**src/rtl/tp_sync_sink.sv**
```systemverilog
// Two-phase dual-rail word sink: per-rail synchronizers, completion
// detection against a phase register, and a valid/ready output register.
module tp_sync_sink #(
    parameter int WIDTH       = 32,
    parameter int SYNC_STAGES = 2
) (
    input  logic                  clk,
    input  logic                  rst,
    input  logic                  en,
    input  logic [WIDTH-1:0][1:0] in,
    output logic                  ack_o,
    output logic [WIDTH-1:0]      dat_o,
    output logic                  vld_o,
    input  logic                  rdy_i,
    output logic                  err_o,
    output logic [15:0]           cnt_o
);

    logic [SYNC_STAGES-1:0]                  rsync_q;
    logic                                    rst_n_core;
    logic [SYNC_STAGES-1:0][WIDTH-1:0][1:0]  sync_q;
    logic [WIDTH-1:0][1:0]                   rails;

    logic [WIDTH-1:0][1:0] ph_q, ph_d;
    logic [WIDTH-1:0]      dat_q, dat_d;
    logic                  vld_q, vld_d;
    logic                  ack_q, ack_d;
    logic                  err_q, err_d;
    logic [15:0]           cnt_q, cnt_d;

    logic [WIDTH-1:0][1:0] diff;
    logic [WIDTH-1:0]      arrived;
    logic [WIDTH-1:0]      illegal;
    logic [WIDTH-1:0]      dat_new;
    logic                  complete;
    logic                  any_ill;
    logic                  capture;

    // Assert asynchronously, release after SYNC_STAGES edges of clk.
    always_ff @(posedge clk or negedge rst) begin
        if (!rst) begin
            rsync_q <= '0;
        end else begin
            rsync_q <= {rsync_q[SYNC_STAGES-2:0], 1'b1};
        end
    end

    assign rst_n_core = rsync_q[SYNC_STAGES-1];

    // Rail synchronizers run from the raw reset so they fill while the
    // core reset is still being released.
    always_ff @(posedge clk or negedge rst) begin
        if (!rst) begin
            sync_q <= '0;
        end else begin
            sync_q[0] <= in;
            for (int k = 1; k < SYNC_STAGES; k++) begin
                sync_q[k] <= sync_q[k-1];
            end
        end
    end

    assign rails = sync_q[SYNC_STAGES-1];

    always_comb begin
        diff    = rails ^ ph_q;
        arrived = '0;
        illegal = '0;
        dat_new = '0;
        for (int i = 0; i < WIDTH; i++) begin
            arrived[i] = diff[i][1] ^ diff[i][0];
            illegal[i] = diff[i][1] & diff[i][0];
            dat_new[i] = diff[i][1];
        end
    end

    assign complete = &arrived;
    assign any_ill  = |illegal;
    assign capture  = complete & en & ~err_q & (~vld_q | rdy_i);

    always_comb begin
        ph_d  = ph_q;
        dat_d = dat_q;
        vld_d = vld_q;
        ack_d = ack_q;
        err_d = err_q | any_ill;
        cnt_d = cnt_q;
        if (capture) begin
            ph_d  = rails;
            dat_d = dat_new;
            vld_d = 1'b1;
            ack_d = ~ack_q;
            cnt_d = cnt_q + 16'd1;
        end else if (vld_q && rdy_i) begin
            vld_d = 1'b0;
        end
    end

    always_ff @(posedge clk or negedge rst_n_core) begin
        if (!rst_n_core) begin
            ph_q  <= '0;
            dat_q <= '0;
            vld_q <= 1'b0;
            ack_q <= 1'b0;
            err_q <= 1'b0;
            cnt_q <= '0;
        end else begin
            ph_q  <= ph_d;
            dat_q <= dat_d;
            vld_q <= vld_d;
            ack_q <= ack_d;
            err_q <= err_d;
            cnt_q <= cnt_d;
        end
    end

    assign ack_o = ack_q;
    assign dat_o = dat_q;
    assign vld_o = vld_q;
    assign err_o = err_q;
    assign cnt_o = cnt_q;

endmodule

```
**config.mk**
```make
export PLATFORM = sky130hd
export DESIGN_NAME = tp_sync_sink
export DESIGN_NICKNAME = d
export VERILOG_FILES = /design/src/rtl/tp_sync_sink.sv
export SDC_FILE = /design/constraint.sdc
export NUM_CORES = 1
export LEC_CHECK = 0
export BUFFER_PORTS_ARGS = -buffer_cell sky130_fd_sc_hd__buf_2
export CORE_MARGIN = 3
export CORE_UTILIZATION = 54
export CTS_BUF_LIST = sky130_fd_sc_hd__clkbuf_2 sky130_fd_sc_hd__clkbuf_4 sky130_fd_sc_hd__clkbuf_8
export CTS_CLUSTER_DIAMETER = 150
export DETAILED_ROUTE_END_ITERATION = 16
export PLACE_DENSITY = 0.78
export SLEW_MARGIN = 20
export SYNTH_ARGS = -nofsm -noshare
export SYNTH_HDL_FRONTEND = slang
export SYNTH_SLANG_ARGS = --single-unit
```
**constraint.sdc**
```tcl
create_clock -name clk -period 3.53 [get_ports clk]
set_input_delay 0.353 -clock clk [delete_from_list [all_inputs] [get_ports clk]]
set_output_delay 0.353 -clock clk [all_outputs]
set_load 0.05 [all_outputs]
```
==> impl_metrics.json <==
{
  "routed_wl_per_cell_um": 16.6,
  "worstPathRequired_ns": 3.92,
  "largest_net_degree_at_the_start_of_global_routing": 74,
  "synth_area_leader_cell": "sky130_fd_sc_hd__dfrtp_1",
  "setup_buffers_after_cts": 0,
  "syn2layout_area_growth_pct": 25.1,
  "final_core_utilization": 0.694,
  "antenna_found_initial": 0,
  "period_share": 0.821,
  "cts_repair_resize_count": 0,
  "ys_seq_elements": 245,
  "hold_path.class": "input pin to register",
  "design.final.nets": 977,
  "path_class": "register to register",
  "cts.path.max_buffers": 3,
  "status": "completed",
  "power.static_leakage_nw": 5.94,
  "routed-via-count": 5595,
  "dp_hpwl_um": 12400,
  "clock.fmax_mhz": 345,
  "synth.most_common_cell": "sky130_fd_sc_hd__dfrtp_1",
  "detail_route.iter0.violations": 257,
  "drtPass1Iterations": 5,
  "overflow": 0,
  "finalSetupViolCount": 0,
  "cts_num_sinks": 245,
  "clock-skew-final_ns": 0.0290,
  "antenna_cells_inserted": 0,
  "finalPower_mw": 5.59,
  "tritoncts": "built",
  "grtUsageTotal": 0.217,
  "critPathArrivalTime_ns": 3.29,
  "post_cts_hold_buffer_count": 65,
  "fin_hold_ws_ns": 0.267,
  "synth_async_sr_flop_share": 1.00,
  "routabilityCongestion": 0.854,
  "final_critical_period_ns": 2.90,
  "post_synth_instance_area_um2": 8880,
  "htreeDepth": 2,
  "worst_hold_startpoint": "rdy_i",
  "synth_top_flop_cell": "sky130_fd_sc_hd__dfrtp_1",
  "power_density_nw_per_um2": 503,
  "initial_utilization": 0.555,
  "total_die_area_um2": 18000,
  "clock-root-buffer": "sky130_fd_sc_hd__clkbuf_8",
  "numCtsBuffers": 39,
  "timing.setup.tns_ns": 0,
  "routed_antenna_nets": 0,
  "yosysSeqAreaShare": 0.691,
  "yosys-top-cells-area": "sky130_fd_sc_hd__dfrtp_1 (69%), sky130_fd_sc_hd__nand2_1 (8.6%), sky130_fd_sc_hd__xor2_1 (7.0%)",
  "rows": 46,
  "grt_pass1_wl_um": 30800,
  "ir_drop_mv": 0.305,
  "dr_vias_cell": 5.00,
  "cpMaxStageDelayCell": "sky130_fd_sc_hd__and4_4",
  "worst_pin_slew_ns": 0.960,
  "unrepaired_setup_endpoints_after_global_routing": "false",
  "critPathCaptureType": "register",
  "layout-drive-gt1-share": 0.254,
  "setup.worst_path.start_class": "register",
  "worstPathMaxFanout": 37,
  "port-buffer-count": 118,
  "finalHoldViolCount": 0,
  "clkLatencyLatePin_ns": 0.53,
  "synth_warnings": 0,
  "synth_enable_flop_cells": 0,
  "drc": 0,
  "postSynthAreaPerCell_um2": 13.3,
  "timing.critical_path.slowest_cell_delay_ns": 0.57,
  "synth_fp_nets": 766,
  "synth_top_cell_area_share": 0.691,
  "die_width_um": 134,
  "synthDistinctLibCells": 28,
  "io_pins": 119,
  "clkTransAtPathRegs_ns": 0.06,
  "reg2reg_from": "ph_q[29]",
  "routed_wl_um": 18600,
  "max_slew_margin": 0.360,
  "core_area_um2": 16000,
  "synthesis.instances": 665,
  "drv_slew": 0,
  "worst_setup_path_startpoint": "ph_q[29]",
  "die_h_um": 134,
  "first_global_vias": 6150,
  "crit_chain": "xor2_1, ha_1, nand4_1, nor3_1, and4_4, buf_12, mux2_2",
  "drv_cap": 0,
  "fillerInstances": 1129,
  "netlist_top_cells_count": "sky130_fd_sc_hd__dfrtp_1 (245), sky130_fd_sc_hd__nand2_1 (203), sky130_fd_sc_hd__xor2_1 (71)"
}
==> critical path, delay by kind of cell (launching register included) <==
kind / cells / cell delay [ns]
buffers and inverters: 1 / 0.26
XOR/XNOR: 1 / 0.20
AND/OR/NAND/NOR: 3 / 1.18
adder cells (fa/ha/maj): 1 / 0.33
multiplexers: 1 / 0.38
flip-flops: 1 / 0.40
==> area by class of cell <==
| class | instances | area [um2] | area share |
|---|---|---|---|
| timing repair buffer | 190 | 1330 | 0.119 |
| tap | 216 | 270 | 0.0243 |
| multi-input combinational | 399 | 2570 | 0.231 |
| clock buffer | 59 | 743 | 0.0669 |
| clock inverter | 10 | 61.3 | 0.00552 |
| inverter | 1 | 3.75 | 0.000338 |
| sequential | 245 | 6130 | 0.552 |
==> placed cells by master (no fill, tap or decap), types with 2 or more instances in the layout <==
cell,instances
sky130_fd_sc_hd__nand3_1,4
sky130_fd_sc_hd__ha_1,33
sky130_fd_sc_hd__clkinvlp_4,3
sky130_fd_sc_hd__clkbuf_8,48
sky130_fd_sc_hd__buf_4,5
sky130_fd_sc_hd__clkbuf_4,11
sky130_fd_sc_hd__mux2_2,32
sky130_fd_sc_hd__buf_12,2
sky130_fd_sc_hd__nand2b_1,2
sky130_fd_sc_hd__and3_1,2
sky130_fd_sc_hd__dfrtp_1,244
sky130_fd_sc_hd__nand4_1,16
sky130_fd_sc_hd__nor2_1,6
sky130_fd_sc_hd__clkinv_2,6
sky130_fd_sc_hd__buf_2,117
sky130_fd_sc_hd__nor3_1,4
sky130_fd_sc_hd__xor2_1,71
sky130_fd_sc_hd__nand2_1,203
sky130_fd_sc_hd__xnor2_1,9
sky130_fd_sc_hd__nor4_1,9
sky130_fd_sc_hd__dlygate4sd3_1,65
==> sequential cells by signal (all words and copies together), names as in the netlist <==
name	cells
ack_o	1
cnt_o	16
dat_o	32
err_o	1
ph_q	64
rails	64
rsync_q	2
sync_q	64
vld_o	1
==> layer usage <==
| layer | GRT usage | up-vias | part of all wire |
|---|---|---|---|
| met1 | 0.277 | 2810 | 0.41 |
| met5 | 0 | - | 0 |
| li1 | - | 2583 | - |
| met4 | 0.0865 | 0 | 0.033 |
| met2 | 0.361 | 156 | 0.50 |
| met3 | 0.0506 | 46 | 0.050 |
==> logic make-up after synthesis <==
kind of cell | synth area share
AND/OR/NAND/NOR | 0.122
flip-flops | 0.691
XOR/XNOR | 0.0789
adder cells (fa/ha/maj) | 0.0465
multiplexers | 0.0406
buffers and inverters | 0.0210
other | 0.000422
==> final timing paths <==
path / end / slack [ns] / depth (start not counted)
setup / recovery: dat_o[0] / 0.63 / 7
hold / removal: vld_o / 0.27 / 3
setup reg to reg: dat_o[0] / 0.63 / 7
hold reg to reg: rails[4] / 0.34 / 0
max in group asynchronous: ph_q[38] / 2.16 / 1
min in group asynchronous: rails[61] / 0.37 / 2
==> power breakdown <==
part	internal [mW]	total (mW)	switching [mW]
combinational	0.114	0.222	0.108
clock	1.35	2.42	1.07
sequential	2.89	2.94	0.0582
total	4.35	5.59	1.24
==> through the flow <==
step / cells / setup WS (ns) / cell area, um2
2_1_floorplan: 665 / 0.0292 / 8880
3_3_place_gp: 986 / 0.709 / 9650
3_5_place_dp: 986 / 0.670 / 9650
4_1_cts: 1120 / 0.642 / 11100
5_1_grt: 1120 / 0.518 / 11100
6_report: 1120 / 0.632 / 11100
(Power assumes the default switching activity.)
